File: src/rtl/router_pkg.sv
// Shared types and header helpers for the 1xN byte-serial packet router.
// The header is {length, addr}, with the address in the low ADDR_W bits.
package router_pkg;

    localparam int DEF_DW         = 8;
    localparam int DEF_N_PORTS    = 3;
    localparam int DEF_ADDR_W     = 2;
    localparam int DEF_FIFO_DEPTH = 16;
    localparam int DEF_TIMEOUT    = 30;
    localparam int MAX_DW         = 32;

    typedef enum logic [2:0] {
        ST_IDLE,
        ST_WAIT_EMPTY,
        ST_LOAD,
        ST_CHECK,
        ST_DROP
    } state_t;

    function automatic logic [MAX_DW-1:0] get_addr(input logic [MAX_DW-1:0] hdr, input int addr_w);
        return hdr & ((MAX_DW'(1) << addr_w) - MAX_DW'(1));
    endfunction

    // A shift by the full word width yields zero, so the mask still covers dw == MAX_DW.
    function automatic logic [MAX_DW-1:0] get_len(input logic [MAX_DW-1:0] hdr, input int dw,
                                                  input int addr_w);
        return (hdr & ((MAX_DW'(1) << dw) - MAX_DW'(1))) >> addr_w;
    endfunction

endpackage

File: src/rtl/router_fifo.sv
// Per-port output FIFO with a registered read port and a stalled-reader timeout.
// Once the timeout is reached, the FIFO flushes to empty and o_data is left unchanged.
module router_fifo
    import router_pkg::*;
#(
    parameter int DW         = DEF_DW,
    parameter int FIFO_DEPTH = DEF_FIFO_DEPTH,
    parameter int TIMEOUT    = DEF_TIMEOUT
) (
    input  logic          clock,
    input  logic          rst,
    input  logic          i_wr_en,
    input  logic [DW-1:0] i_wr_data,
    input  logic          i_rd_en,
    output logic [DW-1:0] o_data,
    output logic          o_empty,
    output logic          o_full,
    output logic          o_flush
);

    localparam int AW = $clog2(FIFO_DEPTH);
    localparam int TW = $clog2(TIMEOUT + 1);
    localparam logic [TW-1:0] TMAX = TW'(TIMEOUT - 1);

    logic [DW-1:0] r_mem [FIFO_DEPTH];
    logic [AW:0]   r_wptr;
    logic [AW:0]   r_rptr;
    logic [TW-1:0] r_tmr;
    logic [DW-1:0] r_data;
    logic          w_rd;
    logic          w_wr;
    logic          w_stall;

    assign o_empty = (r_wptr == r_rptr);
    assign o_full  = (r_wptr[AW] != r_rptr[AW]) && (r_wptr[AW-1:0] == r_rptr[AW-1:0]);
    assign w_rd    = i_rd_en && !o_empty;
    assign w_stall = !o_empty && !i_rd_en;
    assign o_flush = w_stall && (r_tmr == TMAX);
    // A read frees a slot in the same cycle, so a full FIFO can take a write alongside a read.
    assign w_wr    = i_wr_en && (!o_full || w_rd) && !o_flush;
    assign o_data  = r_data;

    always_ff @(posedge clock or posedge rst) begin
        if (rst) begin
            r_wptr <= '0;
            r_rptr <= '0;
            r_tmr  <= '0;
            r_data <= '0;
        end else begin
            if (o_flush) begin
                r_wptr <= '0;
                r_rptr <= '0;
            end else begin
                if (w_wr) r_wptr <= r_wptr + 1'b1;
                if (w_rd) begin
                    r_rptr <= r_rptr + 1'b1;
                    r_data <= r_mem[r_rptr[AW-1:0]];
                end
            end
            if (w_stall && !o_flush) r_tmr <= r_tmr + 1'b1;
            else                     r_tmr <= '0;
        end
    end

    always_ff @(posedge clock) begin
        if (w_wr) r_mem[r_wptr[AW-1:0]] <= i_wr_data;
    end

endmodule

File: src/rtl/router_1xn.sv
// 1xN packet router: header-addressed demux of a byte stream into per-port FIFOs.
// It also checks parity and length, and applies back-pressure through busy.
module router_1xn
    import router_pkg::*;
#(
    parameter int DW         = DEF_DW,
    parameter int N_PORTS    = DEF_N_PORTS,
    parameter int ADDR_W     = DEF_ADDR_W,
    parameter int FIFO_DEPTH = DEF_FIFO_DEPTH,
    parameter int TIMEOUT    = DEF_TIMEOUT
) (
    input  logic                  clock,
    input  logic                  rst,
    input  logic [DW-1:0]         data_in,
    input  logic                  pkt_valid,
    output logic                  busy,
    output logic                  error,
    input  logic [N_PORTS-1:0]    read_enb,
    output logic [N_PORTS-1:0]    vld_out,
    output logic [N_PORTS*DW-1:0] data_out
);

    localparam int LW = DW - ADDR_W;
    localparam logic [ADDR_W:0] NP = (ADDR_W + 1)'(N_PORTS);

    state_t              r_state;
    state_t              w_next;
    logic [ADDR_W-1:0]   r_dest;
    logic [LW-1:0]       r_len;
    logic [LW-1:0]       r_cnt;
    logic [DW-1:0]       r_par;
    logic                r_fail;
    logic                r_error;

    logic [ADDR_W-1:0]   w_hdr_addr;
    logic [LW-1:0]       w_hdr_len;
    logic [ADDR_W-1:0]   w_sel;
    logic                w_addr_ok;
    logic [N_PORTS-1:0]  w_empty;
    logic [N_PORTS-1:0]  w_full;
    logic [N_PORTS-1:0]  w_flush;
    logic [N_PORTS-1:0]  w_wr;
    logic                w_dst_empty;
    logic                w_dst_full;
    logic                w_dst_flush;
    logic                w_hdr_acc;
    logic                w_pay_acc;
    logic                w_par_acc;
    logic                w_drop_end;
    logic                w_write;

    assign w_hdr_addr = ADDR_W'(get_addr(MAX_DW'(data_in), ADDR_W));
    assign w_hdr_len  = LW'(get_len(MAX_DW'(data_in), DW, ADDR_W));
    assign w_addr_ok  = ({1'b0, w_hdr_addr} < NP);
    // In IDLE the destination is still on data_in; after that it comes from the latched header.
    assign w_sel      = (r_state == ST_IDLE) ? w_hdr_addr : r_dest;

    always_comb begin
        w_dst_empty = 1'b1;
        w_dst_full  = 1'b0;
        w_dst_flush = 1'b0;
        w_wr        = '0;
        for (int p = 0; p < N_PORTS; p++) begin
            if (w_sel == ADDR_W'(p)) begin
                w_dst_empty = w_empty[p];
                w_dst_full  = w_full[p];
                w_dst_flush = w_flush[p];
                w_wr[p]     = w_write;
            end
        end
    end

    always_comb begin
        w_next     = r_state;
        busy       = 1'b0;
        w_hdr_acc  = 1'b0;
        w_pay_acc  = 1'b0;
        w_par_acc  = 1'b0;
        w_drop_end = 1'b0;
        w_write    = 1'b0;
        unique case (r_state)
            ST_IDLE: begin
                if (pkt_valid) begin
                    if (!w_addr_ok) begin
                        w_hdr_acc = 1'b1;
                        w_next    = ST_DROP;
                    end else if (w_dst_empty) begin
                        w_hdr_acc = 1'b1;
                        w_write   = 1'b1;
                        w_next    = ST_LOAD;
                    end else begin
                        busy   = 1'b1;
                        w_next = ST_WAIT_EMPTY;
                    end
                end
            end
            ST_WAIT_EMPTY: begin
                if (!w_dst_empty) begin
                    busy = 1'b1;
                end else begin
                    w_hdr_acc = 1'b1;
                    w_write   = 1'b1;
                    w_next    = ST_LOAD;
                end
            end
            ST_LOAD: begin
                busy = w_dst_full;
                if (!w_dst_full) begin
                    w_write = 1'b1;
                    if (pkt_valid) begin
                        w_pay_acc = 1'b1;
                    end else begin
                        w_par_acc = 1'b1;
                        w_next    = ST_CHECK;
                    end
                end
                // Once the destination is flushed, the rest of the packet has nowhere to go.
                if (w_dst_flush && !w_par_acc) w_next = ST_DROP;
            end
            ST_CHECK: begin
                busy   = 1'b1;
                w_next = ST_IDLE;
            end
            ST_DROP: begin
                if (!pkt_valid) begin
                    w_drop_end = 1'b1;
                    w_next     = ST_CHECK;
                end
            end
            default: w_next = ST_IDLE;
        endcase
    end

    always_ff @(posedge clock or posedge rst) begin
        if (rst) begin
            r_state <= ST_IDLE;
            r_dest  <= '0;
            r_len   <= '0;
            r_cnt   <= '0;
            r_par   <= '0;
            r_fail  <= 1'b0;
            r_error <= 1'b0;
        end else begin
            r_state <= w_next;
            if (r_state == ST_IDLE && pkt_valid) r_dest <= w_hdr_addr;
            if (w_hdr_acc) begin
                r_len   <= w_hdr_len;
                r_cnt   <= '0;
                r_par   <= data_in;
                r_fail  <= 1'b0;
                r_error <= 1'b0;
            end
            if (w_pay_acc) begin
                r_cnt <= r_cnt + 1'b1;
                r_par <= r_par ^ data_in;
            end
            if (w_par_acc)  r_fail <= (r_par != data_in) || (r_cnt != r_len) || w_dst_flush;
            if (w_drop_end) r_fail <= 1'b1;
            if (r_state == ST_CHECK) r_error <= r_fail;
        end
    end

    genvar gp;
    generate
        for (gp = 0; gp < N_PORTS; gp++) begin : g_port
            router_fifo #(
                .DW        (DW),
                .FIFO_DEPTH(FIFO_DEPTH),
                .TIMEOUT   (TIMEOUT)
            ) u_fifo (
                .clock    (clock),
                .rst      (rst),
                .i_wr_en  (w_wr[gp]),
                .i_wr_data(data_in),
                .i_rd_en  (read_enb[gp]),
                .o_data   (data_out[gp*DW +: DW]),
                .o_empty  (w_empty[gp]),
                .o_full   (w_full[gp]),
                .o_flush  (w_flush[gp])
            );
        end
    endgenerate

    assign vld_out = ~w_empty;
    assign error   = r_error;

endmodule

File: config.mk
export PLATFORM = sky130hd
export DESIGN_NAME = router_1xn
export DESIGN_NICKNAME = d
export VERILOG_FILES = /design/src/rtl/router_pkg.sv /design/src/rtl/router_fifo.sv /design/src/rtl/router_1xn.sv
export SDC_FILE = /design/constraint.sdc
export NUM_CORES = 1
export LEC_CHECK = 0
export ABC_AREA = 0
export ABC_CLOCK_PERIOD_IN_PS = 5400
export CAP_MARGIN = 20
export CORE_UTILIZATION = 45
export CTS_CLUSTER_DIAMETER = 60
export CTS_CLUSTER_SIZE = 14
export DETAILED_ROUTE_END_ITERATION = 7
export PLACE_DENSITY = 0.67
export SYNTH_ARGS = -nofsm -noshare
export SYNTH_HDL_FRONTEND = slang
export SYNTH_SLANG_ARGS = --single-unit
File: constraint.sdc
create_clock -name clock -period 5.4 [get_ports clock]
set_input_delay 1.35 -clock clock [delete_from_list [all_inputs] [get_ports clock]]
set_output_delay 1.35 -clock clock [all_outputs]
set_load 0.05 [all_outputs]
==> metrics.txt <==
final setup margin 0.647 ns; Core Util, Final 0.515; Starting Density 0.456; via count normalized by instance count about 5.6; Worst path max stage delay between 0.4 and 0.5 ns; ys async rst share 0.200; Hold-fix buffers, CTS 0; IO buf count 42; Final Net Count roughly 1,300; clk_lat worst skew 0.59 ns; number of synthesized flops with an enable pin around 380; Die X ~210 um; Post-synth top flop edfxtp_1; DRT iter0 DRCs between 800 and 900; Slew headroom 0.292; Clk pin slew, worst setup/hold paths approximately 0.060 ns; DR WL/cell around 23 um; Critical Path RT 4.05 ns; final setup vio count 0; synthesized instance count 1,173; net count after synthesis 1,209; crit path DAT roughly 3.4 ns; Setup Crit Path Kind in -> out; Worst Skew ~0.026 ns; Setup Buffers After CTS 0; slowest cell on the critical path or4b_1; CTS buffer count 44; Leakage roughly 7.7 nW; drt pass-1 iters 5; period utilization 0.880; layout cells sized above 1 0.223; synthesized flop and latch total 480; ANT cells 0; vias in the first global route approximately 11,000; largest net degree at the start of global routing between 50 and 60; die area 0.0455 mm2; RSZ-0062 raised after global routing false; worst min path class reg -> reg; DRC viols 0; die height approximately 210 um; Buf/Inv on CP 3; clock tree buffer depth 3; total clock sinks 480; critical path's top delay family compound AO/OA/AOI/OAI gates; outcome completed; HPWL after detailed placement 26,400 um; Synth area leaders edfxtp_1 57%, mux4_2 13%, dfrtp_1 12%; synthesis-to-finish area growth 13.1%; Row Count 77; Core ar. around 0.044 mm2; post-synthesis sequential area ratio 0.693; I/O Pins 43; Hold Vio Cnt, Final 0; gpl congestion slightly above 0.8; first-pass GRT wire length between 60,000 and 70,000 um; H-tree lvl count 2; synthesized cell area roughly 0.020 mm2; post-cts sizing count 0; Max Fclk between 200 and 250 MHz; GR Overflow Total 0; routed via count roughly 10,000; leading area contributor after synthesis edfxtp_1; Avg Cell Area, Syn ~17 um2; Netlist cell types 68; Synthesis Warnings 0; CTS tree done; worst vdd ir between 0.3 and 0.4 mV; Root Driver clkbuf_16; Max FO, Critical Path 8; setup_tns 0 ns; pwr dens 523 mW/mm2; Worst Setup Start Kind input port; CP Cell Sequence buf_2 -> or4b_1 -> a221oi_1 -> buf_4 -> o21ai_2 -> o221ai_4 -> nor2_1 -> o221ai_1 -> buf_12; Slew @ Worst Pin about 1.1 ns; Synth top area share 0.574; DRT antenna net count 0; pre-CTS setup slack ~0.67 ns; Final Power 11.9 mW; Final min period roughly 4.8 ns; Total Wirelength between 40,000 and 50,000 um; crit path capture type output port; antenna violations before repair 2; Total GRT Usage 0.196; max-cap violation count 0; Max Transition Viols Final 0
sequential cells by signal, indices dropped and copies added, names as in the netlist, 2 cells and up:
signal                flops
r_par                     8
g_port.u_fifo.r_mem     384
g_port.u_fifo.r_rptr     15
g_port.u_fifo.o_data     24
r_len                     6
r_state                   3
g_port.u_fifo.r_tmr      15
r_dest                    2
g_port.u_fifo.r_wptr     15
r_cnt                     6
worst register-to-register path: stages (launching register included):
cell	delay (ns)
dfrtp_1	0.68
xnor2_1	0.18
nand4_1	0.17
nor2_1	0.69
o221ai_4	0.30
o32ai_4	0.67
nand2_1	0.56
nor4b_2	0.40
buf_4	0.23
cells by family (layout without fill, tap and decap cells):
kind of cell / after synthesis / count (layout) / share of synthesized area
flops: 480 / 480 / 0.693
simple gates: 314 / 314 / 0.0787
mux: 135 / 135 / 0.143
fa+ha+maj: 22 / 22 / 0.0137
xor+xnor: 49 / 49 / 0.0213
buf+inv: 83 / 201 / 0.0196
compound gates: 90 / 90 / 0.0309
stage by stage:
stage               cells  instance area, um2  hold slack [ns]
finish               1883               22700            0.471
global route         1883               22700            0.493
CTS                  1883               22700            0.482
detailed placement   1801               21400            0.466
global placement     1801               21400            0.461
floorplan            1173               20100            0.460
synth_stat cells (11+ instances only):
master and count:
dfrtp_1 96, inv_1 19, xor2_1 22, edfxtp_1 384, a21oi_1 27, buf_1 13
nor4b_1 12, nand3_1 29, nor2b_1 12, and2_1 12, mux2_2 11, nor2_1 45
nand4_1 17, xnor2_1 27, o21ai_0 25, nor3_1 24, ha_1 22, mux4_2 120
clkbuf_1 32, nand2_1 119
cell type report:
| class | count | area [um2] |
|---|---|---|
| fill | 3653 | 21400 |
| sequential | 480 | 13900 |
| multi-input combinational | 610 | 5800 |
| clock buffer | 67 | 1210 |
| timing repair buffer | 100 | 826 |
| tap | 592 | 741 |
| clock inverter | 15 | 156 |
| inverter | 19 | 73.8 |
routing by layer:
layer	global-route usage	vias to the layer above	routed length, um
met1	0.274	5414	18800
met4	0.0512	2	853
met5	0	-	17
met2	0.314	256	20500
li1	-	4735	-
met3	0.0398	52	2610
final timing paths:
check,to,slack [ns],cells past startpoint,startpoint
min,g_port[0].u_fifo.o_data[7],0.47,2,g_port[0].u_fifo.o_data[7]
min reg2reg,g_port[0].u_fifo.o_data[7],0.47,2,g_port[0].u_fifo.o_data[7]
min in group asynchronous,g_port[2].u_fifo.o_data[1],1.28,2,rst
max,busy,0.65,9,data_in[1]
max reg2reg,g_port[2].u_fifo.r_mem[14][2],1.22,8,g_port[0].u_fifo.r_rptr[3]
max in group asynchronous,g_port[2].u_fifo.r_rptr[0],3.21,3,rst
power breakdown:
group	internal (mW)	switching, mW
clock network	1.62	1.37
registers	4.42	0.399
logic	1.79	2.29
total	7.84	4.06
cell usage in the layout (no fill, tap or decap), types with 18 or more instances in the layout:
master             n
a21oi_1           27
buf_4             58
clkdlybuf4s50_1   33
xnor2_1           27
dfrtp_1           93
edfxtp_1         384
nor2_1            45
xor2_1            22
ha_1              22
nand3_1           29
clkbuf_16         45
mux4_2           120
clkbuf_1          22
nand2_1          119
inv_1             18
nor3_1            24
o21ai_0           25
No activity file was read; power rests on OpenSTA's default activity.
